File: config.mk
export PLATFORM = sky130hd
export DESIGN_NAME = sc_fifo_16x256_flat
export DESIGN_NICKNAME = d
export VERILOG_FILES = /design/src/rtl/sc_fifo_16x256_pkg.sv /design/src/rtl/sc_fifo_16x256_if.sv /design/src/rtl/sc_fifo_16x256_ram.sv /design/src/rtl/sc_fifo_16x256.sv /design/src/flat_wrapper.sv
export SDC_FILE = /design/constraint.sdc
export NUM_CORES = 2
export LEC_CHECK = 0
export CAP_MARGIN = 20
export CORE_MARGIN = 4
export CORE_UTILIZATION = 25
export CTS_CLUSTER_DIAMETER = 60
export DETAILED_ROUTE_END_ITERATION = 10
export PLACE_DENSITY = 0.34
export SLEW_MARGIN = 20
export SYNTH_ARGS = -nofsm -noshare
export SYNTH_HDL_FRONTEND = slang
export SYNTH_SLANG_ARGS = --single-unit
File: constraint.sdc
create_clock -name clock -period 3.6 [get_ports clock]
set_input_delay 0.72 -clock clock [delete_from_list [all_inputs] [get_ports clock]]
set_output_delay 0.72 -clock clock [all_outputs]
set_load 0.05 [all_outputs]
File: src/rtl/sc_fifo_16x256_pkg.sv
// Shared constants, types and the occupancy-update helper for the 256 x 16 single-clock FIFO.
package sc_fifo_pkg;

  localparam int DATA_W             = 16;
  localparam int DEPTH              = 256;
  localparam int ADDR_W             = 8;
  localparam int ALMOST_FULL_VALUE  = 240;
  localparam int ALMOST_EMPTY_VALUE = 16;

  typedef logic [DATA_W-1:0] data_t;
  typedef logic [ADDR_W-1:0] ptr_t;
  typedef logic [ADDR_W:0]   cnt_t;

  // A simultaneous accepted write and read leaves the occupancy unchanged.
  function automatic cnt_t next_count(input cnt_t cnt, input logic wr_ok, input logic rd_ok);
    cnt_t res;
    case ({wr_ok, rd_ok})
      2'b10:   res = cnt + cnt_t'(1);
      2'b01:   res = cnt - cnt_t'(1);
      default: res = cnt;
    endcase
    return res;
  endfunction

endpackage

File: src/rtl/sc_fifo_16x256_if.sv
// Producer/consumer bus of the FIFO. FIFO_ERR_FLAGS_EN adds the sticky overflow/underflow flags.
interface sc_fifo_16x256_if
  import sc_fifo_pkg::*;
  ();

  data_t data;
  logic  wrreq;
  logic  rdreq;
  data_t q;
  logic  full;
  logic  empty;
  logic  almost_full;
  logic  almost_empty;
  ptr_t  usedw;
`ifdef FIFO_ERR_FLAGS_EN
  logic  overflow;
  logic  underflow;

  modport master (
    output data, wrreq, rdreq,
    input  q, full, empty, almost_full, almost_empty, usedw, overflow, underflow
  );

  modport slave (
    input  data, wrreq, rdreq,
    output q, full, empty, almost_full, almost_empty, usedw, overflow, underflow
  );
`else
  modport master (
    output data, wrreq, rdreq,
    input  q, full, empty, almost_full, almost_empty, usedw
  );

  modport slave (
    input  data, wrreq, rdreq,
    output q, full, empty, almost_full, almost_empty, usedw
  );
`endif

endinterface

File: src/rtl/sc_fifo_16x256_ram.sv
// Simple dual-port DEPTH x DATA_W storage with a registered, enabled read port.
// The read register doubles as the FIFO's q, so it is reset and cleared; the array is not.
module sc_fifo_ram
  import sc_fifo_pkg::*;
  (
    input  logic  clock,
    input  logic  Rst_n,
    input  logic  sclr,
    input  logic  i_we,
    input  ptr_t  i_waddr,
    input  data_t i_wdata,
    input  logic  i_re,
    input  ptr_t  i_raddr,
    output data_t o_rdata
  );

  data_t r_mem [DEPTH];
  data_t r_rdata;

  // Write port; contents are left untouched by reset and clear.
  always_ff @(posedge clock) begin
    if (i_we) begin
      r_mem[i_waddr] <= i_wdata;
    end
  end

  // Registered read port; holds its value when no read is enabled.
  always_ff @(posedge clock or negedge Rst_n) begin
    if (!Rst_n) begin
      r_rdata <= '0;
    end else if (sclr) begin
      r_rdata <= '0;
    end else if (i_re) begin
      r_rdata <= r_mem[i_raddr];
    end else begin
      r_rdata <= r_rdata;
    end
  end

  assign o_rdata = r_rdata;

endmodule

File: src/rtl/sc_fifo_16x256.sv
// Single-clock 256 x 16 FIFO, normal (registered) read mode, registered status flags.
// Optional macro FIFO_ERR_FLAGS_EN adds sticky overflow/underflow outputs.
module sc_fifo_16x256
  import sc_fifo_pkg::*;
  #(
    parameter int AF_VALUE = ALMOST_FULL_VALUE,
    parameter int AE_VALUE = ALMOST_EMPTY_VALUE
  )
  (
    input logic              clock,
    input logic              Rst_n,
    input logic              sclr,
    sc_fifo_16x256_if.slave  fifo_if
  );

  ptr_t  r_wr_ptr;
  ptr_t  r_rd_ptr;
  cnt_t  r_cnt;
  logic  r_full;
  logic  r_empty;
  logic  r_almost_full;
  logic  r_almost_empty;
  ptr_t  r_usedw;

  logic  w_wr_ok;
  logic  w_rd_ok;
  cnt_t  w_cnt_nxt;
  data_t w_q;

  // Request acceptance and next occupancy; flags are registered from w_cnt_nxt.
  always_comb begin
    w_wr_ok   = fifo_if.wrreq && !r_full;
    w_rd_ok   = fifo_if.rdreq && !r_empty;
    w_cnt_nxt = next_count(r_cnt, w_wr_ok, w_rd_ok);
  end

  // Pointers, occupancy and status flags; sclr outranks any request.
  always_ff @(posedge clock or negedge Rst_n) begin
    if (!Rst_n) begin
      r_wr_ptr       <= '0;
      r_rd_ptr       <= '0;
      r_cnt          <= '0;
      r_full         <= 1'b0;
      r_empty        <= 1'b1;
      r_almost_full  <= 1'b0;
      r_almost_empty <= 1'b1;
      r_usedw        <= '0;
    end else if (sclr) begin
      r_wr_ptr       <= '0;
      r_rd_ptr       <= '0;
      r_cnt          <= '0;
      r_full         <= 1'b0;
      r_empty        <= 1'b1;
      r_almost_full  <= 1'b0;
      r_almost_empty <= 1'b1;
      r_usedw        <= '0;
    end else begin
      if (w_wr_ok) begin
        r_wr_ptr <= r_wr_ptr + ptr_t'(1);
      end else begin
        r_wr_ptr <= r_wr_ptr;
      end
      if (w_rd_ok) begin
        r_rd_ptr <= r_rd_ptr + ptr_t'(1);
      end else begin
        r_rd_ptr <= r_rd_ptr;
      end
      r_cnt          <= w_cnt_nxt;
      r_full         <= (w_cnt_nxt == cnt_t'(DEPTH));
      r_empty        <= (w_cnt_nxt == cnt_t'(0));
      r_almost_full  <= (w_cnt_nxt >= cnt_t'(AF_VALUE));
      r_almost_empty <= (w_cnt_nxt <  cnt_t'(AE_VALUE));
      r_usedw        <= w_cnt_nxt[ADDR_W-1:0];
    end
  end

  sc_fifo_ram u_ram (
    .clock   (clock),
    .Rst_n   (Rst_n),
    .sclr    (sclr),
    .i_we    (w_wr_ok && !sclr),
    .i_waddr (r_wr_ptr),
    .i_wdata (fifo_if.data),
    .i_re    (w_rd_ok && !sclr),
    .i_raddr (r_rd_ptr),
    .o_rdata (w_q)
  );

  assign fifo_if.q            = w_q;
  assign fifo_if.full         = r_full;
  assign fifo_if.empty        = r_empty;
  assign fifo_if.almost_full  = r_almost_full;
  assign fifo_if.almost_empty = r_almost_empty;
  assign fifo_if.usedw        = r_usedw;

`ifdef FIFO_ERR_FLAGS_EN
  logic r_overflow;
  logic r_underflow;

  // Sticky error flags for requests that were refused.
  always_ff @(posedge clock or negedge Rst_n) begin
    if (!Rst_n) begin
      r_overflow  <= 1'b0;
      r_underflow <= 1'b0;
    end else if (sclr) begin
      r_overflow  <= 1'b0;
      r_underflow <= 1'b0;
    end else begin
      r_overflow  <= r_overflow  || (fifo_if.wrreq && r_full);
      r_underflow <= r_underflow || (fifo_if.rdreq && r_empty);
    end
  end

  assign fifo_if.overflow  = r_overflow;
  assign fifo_if.underflow = r_underflow;
`endif

endmodule

File: src/flat_wrapper.sv
// flat-port wrapper written by rule: the top's interface ports become plain ports
module sc_fifo_16x256_flat import sc_fifo_pkg::*;
#(
    parameter int AF_VALUE = ALMOST_FULL_VALUE,
    parameter int AE_VALUE = ALMOST_EMPTY_VALUE
  )
  (clock, Rst_n, sclr, fifo_if_data, fifo_if_wrreq, fifo_if_rdreq, fifo_if_q, fifo_if_full, fifo_if_empty, fifo_if_almost_full, fifo_if_almost_empty, fifo_if_usedw);
  sc_fifo_16x256_if fifo_if_i ();
  input logic clock;
  input logic Rst_n;
  input logic sclr;
  input wire logic [$bits(fifo_if_i.data)-1:0] fifo_if_data;
  input wire logic [$bits(fifo_if_i.wrreq)-1:0] fifo_if_wrreq;
  input wire logic [$bits(fifo_if_i.rdreq)-1:0] fifo_if_rdreq;
  output wire logic [$bits(fifo_if_i.q)-1:0] fifo_if_q;
  output wire logic [$bits(fifo_if_i.full)-1:0] fifo_if_full;
  output wire logic [$bits(fifo_if_i.empty)-1:0] fifo_if_empty;
  output wire logic [$bits(fifo_if_i.almost_full)-1:0] fifo_if_almost_full;
  output wire logic [$bits(fifo_if_i.almost_empty)-1:0] fifo_if_almost_empty;
  output wire logic [$bits(fifo_if_i.usedw)-1:0] fifo_if_usedw;
  assign fifo_if_i.data = fifo_if_data;
  assign fifo_if_i.wrreq = fifo_if_wrreq;
  assign fifo_if_i.rdreq = fifo_if_rdreq;
  assign fifo_if_q = fifo_if_i.q;
  assign fifo_if_full = fifo_if_i.full;
  assign fifo_if_empty = fifo_if_i.empty;
  assign fifo_if_almost_full = fifo_if_i.almost_full;
  assign fifo_if_almost_empty = fifo_if_i.almost_empty;
  assign fifo_if_usedw = fifo_if_i.usedw;
  sc_fifo_16x256 #(.AF_VALUE(AF_VALUE), .AE_VALUE(AE_VALUE)) u_core (.clock(clock), .Rst_n(Rst_n), .sclr(sclr), .fifo_if(fifo_if_i));
endmodule
==> flow_metrics.tcl <==
set metrics [dict create \
    outcome "complete, no violations" \
    cp_cell_sequence "buf_16, buf_12, buf_4, mux4_2, mux4_2, o21ai_0, buf_4, o21ai_1, a32o_1" \
    hold_start "sclr" \
    die_w_um 810 \
    numPortBuffers 48 \
    yosysWarnings 0 \
    fin_tns_setup_ps 0 \
    rsz0062_at_grt "true" \
    dr.first_iter.drc_count 8610 \
    area_delta_synth_final_pct 24.8 \
    syn_area_sq_um 161000 \
    reg2regPathDepth 9 \
    die_area_sq_um 656000 \
    layout.nets 8727 \
    avgSynthCellArea_sq_um 21.7 \
    cts_made_buffers 523 \
    numClockSinks 4141 \
    ys_ff_latch 4141 \
    critPathLaunchType "flop" \
    setup_viol 0 \
    worst_pin_slew_ps 1170 \
    r2r_slack_ps 10 \
    setup_slack_ps 14.9 \
    dpl_cell_area_sq_um 183000 \
    grt_pass1_wl_mm 799 \
    clock_skew_ps 69.6 \
    worstPathMaxFanout 16 \
    min_period_ps 3590 \
    design_area_sq_um 201000 \
    synth_most_common_cell "edfxtp_1" \
    cap_viol_max_count 0 \
    clk_latency_ps 1080 \
    ir_drop_mv 0.447 \
    drive_gt1_frac 0.348 \
    cts_tree "done" \
    routedWlPerCell_um 33.7 \
    grt_max_degree 95 \
    cp_num_cells 9 \
    leakage_nw 62.6 \
    reg2reg_to "u_core.u_ram.o_rdata[10]$_DFFE_PN0P_" \
    crit_start "u_core.r_rd_ptr[0]$_DFFE_PN0P_" \
    row_count 294 \
    slowest_stage "mux4_2" \
    cp-end-kind "flop" \
    cp_slowest_stage_delay_ps 630 \
    min_period_over_period 0.996 \
    ys_async_sr_fraction 0.0109 \
    synth_common_cells "4096 x edfxtp_1, 930 x mux4_2, 444 x mux2i_1" \
    worstHoldPathType "in2reg" \
    ys_types 80 \
    drv_slew 0 \
    track_usage 0.178 \
    synthTopCellsByArea "edfxtp_1 77%, mux4_2 13%, mux2i_1 2.8%" \
    timing.hold.ws_ps 98.6 \
    yosysTopAreaCellShare 0.766 \
    syn-num-nets 7439 \
    required_ps 4560 \
    viasPerCell 4.67 \
    timing.fmax_mhz 279 \
    cts_max_level 6 \
    clkTransAtPathRegs_ps 60 \
    gp_congestion 0.790 \
    synth-edff-count 4096 \
    initial_core_util 0.251 \
    overflow 0 \
    hold_depth 2 \
    worst-path-buf-inv 4 \
    yosysSeqAreaShare 0.773 \
    clockRootBuffer "clkbuf_16" \
    ant_nets 0 \
    dp_hpwl_mm 384 \
    p_per_area_nw_per_um2 590 \
    design.core.area_sq_um 641000 \
    grt_pass1_vias 86400 \
    antenna_found_initial 78 \
    drt_first_pass_iters 6 \
    yosys.area.top_type "edfxtp_1" \
    hold_end "u_core.r_cnt[2]$_DFF_PN0_" \
    cpLargestDelayFamily "multiplexers" \
    maxSlewHeadroom 0.218 \
    die_h_um 810 \
    postLayoutCoreUtil 0.313 \
    worstReg2RegStart "u_core.r_rd_ptr[0]$_DFFE_PN0P_" \
    drc 0 \
    ys.flop_type "edfxtp_1" \
    fillers 61800 \
    pin_count 49 \
    syn_inst 7411 \
    hold_viol 0 \
    clk_path_buf_depth 4 \
    vias 82800 \
    post-place-ws_ps -426 \
    critPathKind "reg2reg" \
    crit_arrival_ps 4540 \
    wl_mm 596 \
]
-- report_power, final --
part | internal, mW | leakage [nW] | total [mW] | switching, mW
combinational | 6.33 | 17.1 | 13.9 | 7.56
clock | 30.0 | 8.06 | 51.2 | 21.2
sequential | 53.1 | 37.4 | 53.3 | 0.229
total | 89.4 | 62.6 | 118 | 29.0
-- registers in the layout (all words and copies together), names as in the netlist --
signal	flops
u_core.u_ram.o_rdata	16
u_core.fifo_if.almost_empty	1
u_core.u_ram.r_mem	4096
u_core.r_rd_ptr	8
u_core.fifo_if.almost_full	1
u_core.r_wr_ptr	8
u_core.fifo_if.empty	1
u_core.r_cnt	9
u_core.fifo_if.full	1
-- kinds of logic after synthesis --
family,synth area share
mux,0.160
flops,0.773
simple gates,0.0199
fa+ha+maj,0.000545
compound gates,0.0271
buf+inv,0.0188
xor+xnor,0.00114
-- layout make-up --
| cell class | count | area [sq um] | area share |
|---|---|---|---|
| antenna | 30 | 75.1 | 0.000374 |
| clock buffer | 659 | 13800 | 0.0688 |
| clock inverter | 273 | 2910 | 0.0145 |
| inverter | 16 | 71.3 | 0.000356 |
| multi-input combinational | 2801 | 34500 | 0.172 |
| sequential | 4141 | 124000 | 0.619 |
| tap | 8584 | 10700 | 0.0535 |
| timing repair buffer | 1216 | 14300 | 0.0713 |
-- routing by layer --
metal | track usage | wire (um)
met5 | 0 | 55
met1 | 0.249 | 267000
met2 | 0.293 | 284000
met4 | 0.0360 | 12600
met3 | 0.0285 | 32300
-- how the worst max path moves through the flow --
stage	endpoint
2_1_floorplan	u_core.fifo_if.almost_full$_DFF_PN0_
3_3_place_gp	u_core.u_ram.o_rdata[8]$_DFFE_PN0P_
3_5_place_dp	u_core.u_ram.o_rdata[0]$_DFFE_PN0P_
4_1_cts	fifo_if_q[7]
5_1_grt	u_core.u_ram.o_rdata[12]$_DFFE_PN0P_
6_report	u_core.u_ram.o_rdata[10]$_DFFE_PN0P_
-- what timing repair did --
| item | in CTS | in global routing |
|---|---|---|
| gates resized for setup | 35 | 38 |
| hold endpoints to repair | 55 | 0 |
| setup endpoints to repair | 19 | 14 |
| gates cloned | 0 | 1 |
| buffers inserted | 6 | 1 |
| hold buffers | 2 | 0 |
| pin swaps | 2 | 3 |
-- layout by cell type, fill, tap and decap left out, types with 21 or more instances in the layout --
cell,instances
edfxtp_1,4096
mux4_2,930
buf_4,768
clkbuf_16,533
mux2i_1,437
buf_12,387
nand2_1,245
nor2_2,220
clkbuf_1,126
a21oi_1,122
nor2_1,108
o22ai_1,87
clkinv_1,86
o21ai_0,82
clkinv_2,52
a22oi_1,42
a221oi_1,41
o221ai_1,39
nand3_1,38
bufinv_16,36
a211oi_1,33
dfrtp_1,32
diode_2,30
inv_6,29
clkdlybuf4s50_1,28
o211ai_1,26
nor3_1,21
clkinvlp_4,21
-- through the flow --
step / std cells / total power [mW]
floorplan: 7411 / 62.3
global placement: 16700 / 68.4
detailed placement: 16700 / 68.4
CTS: 17700 / 120
global route: 17700 / 123
finish: 17700 / 118
Power figures use the tool's default switching activity.
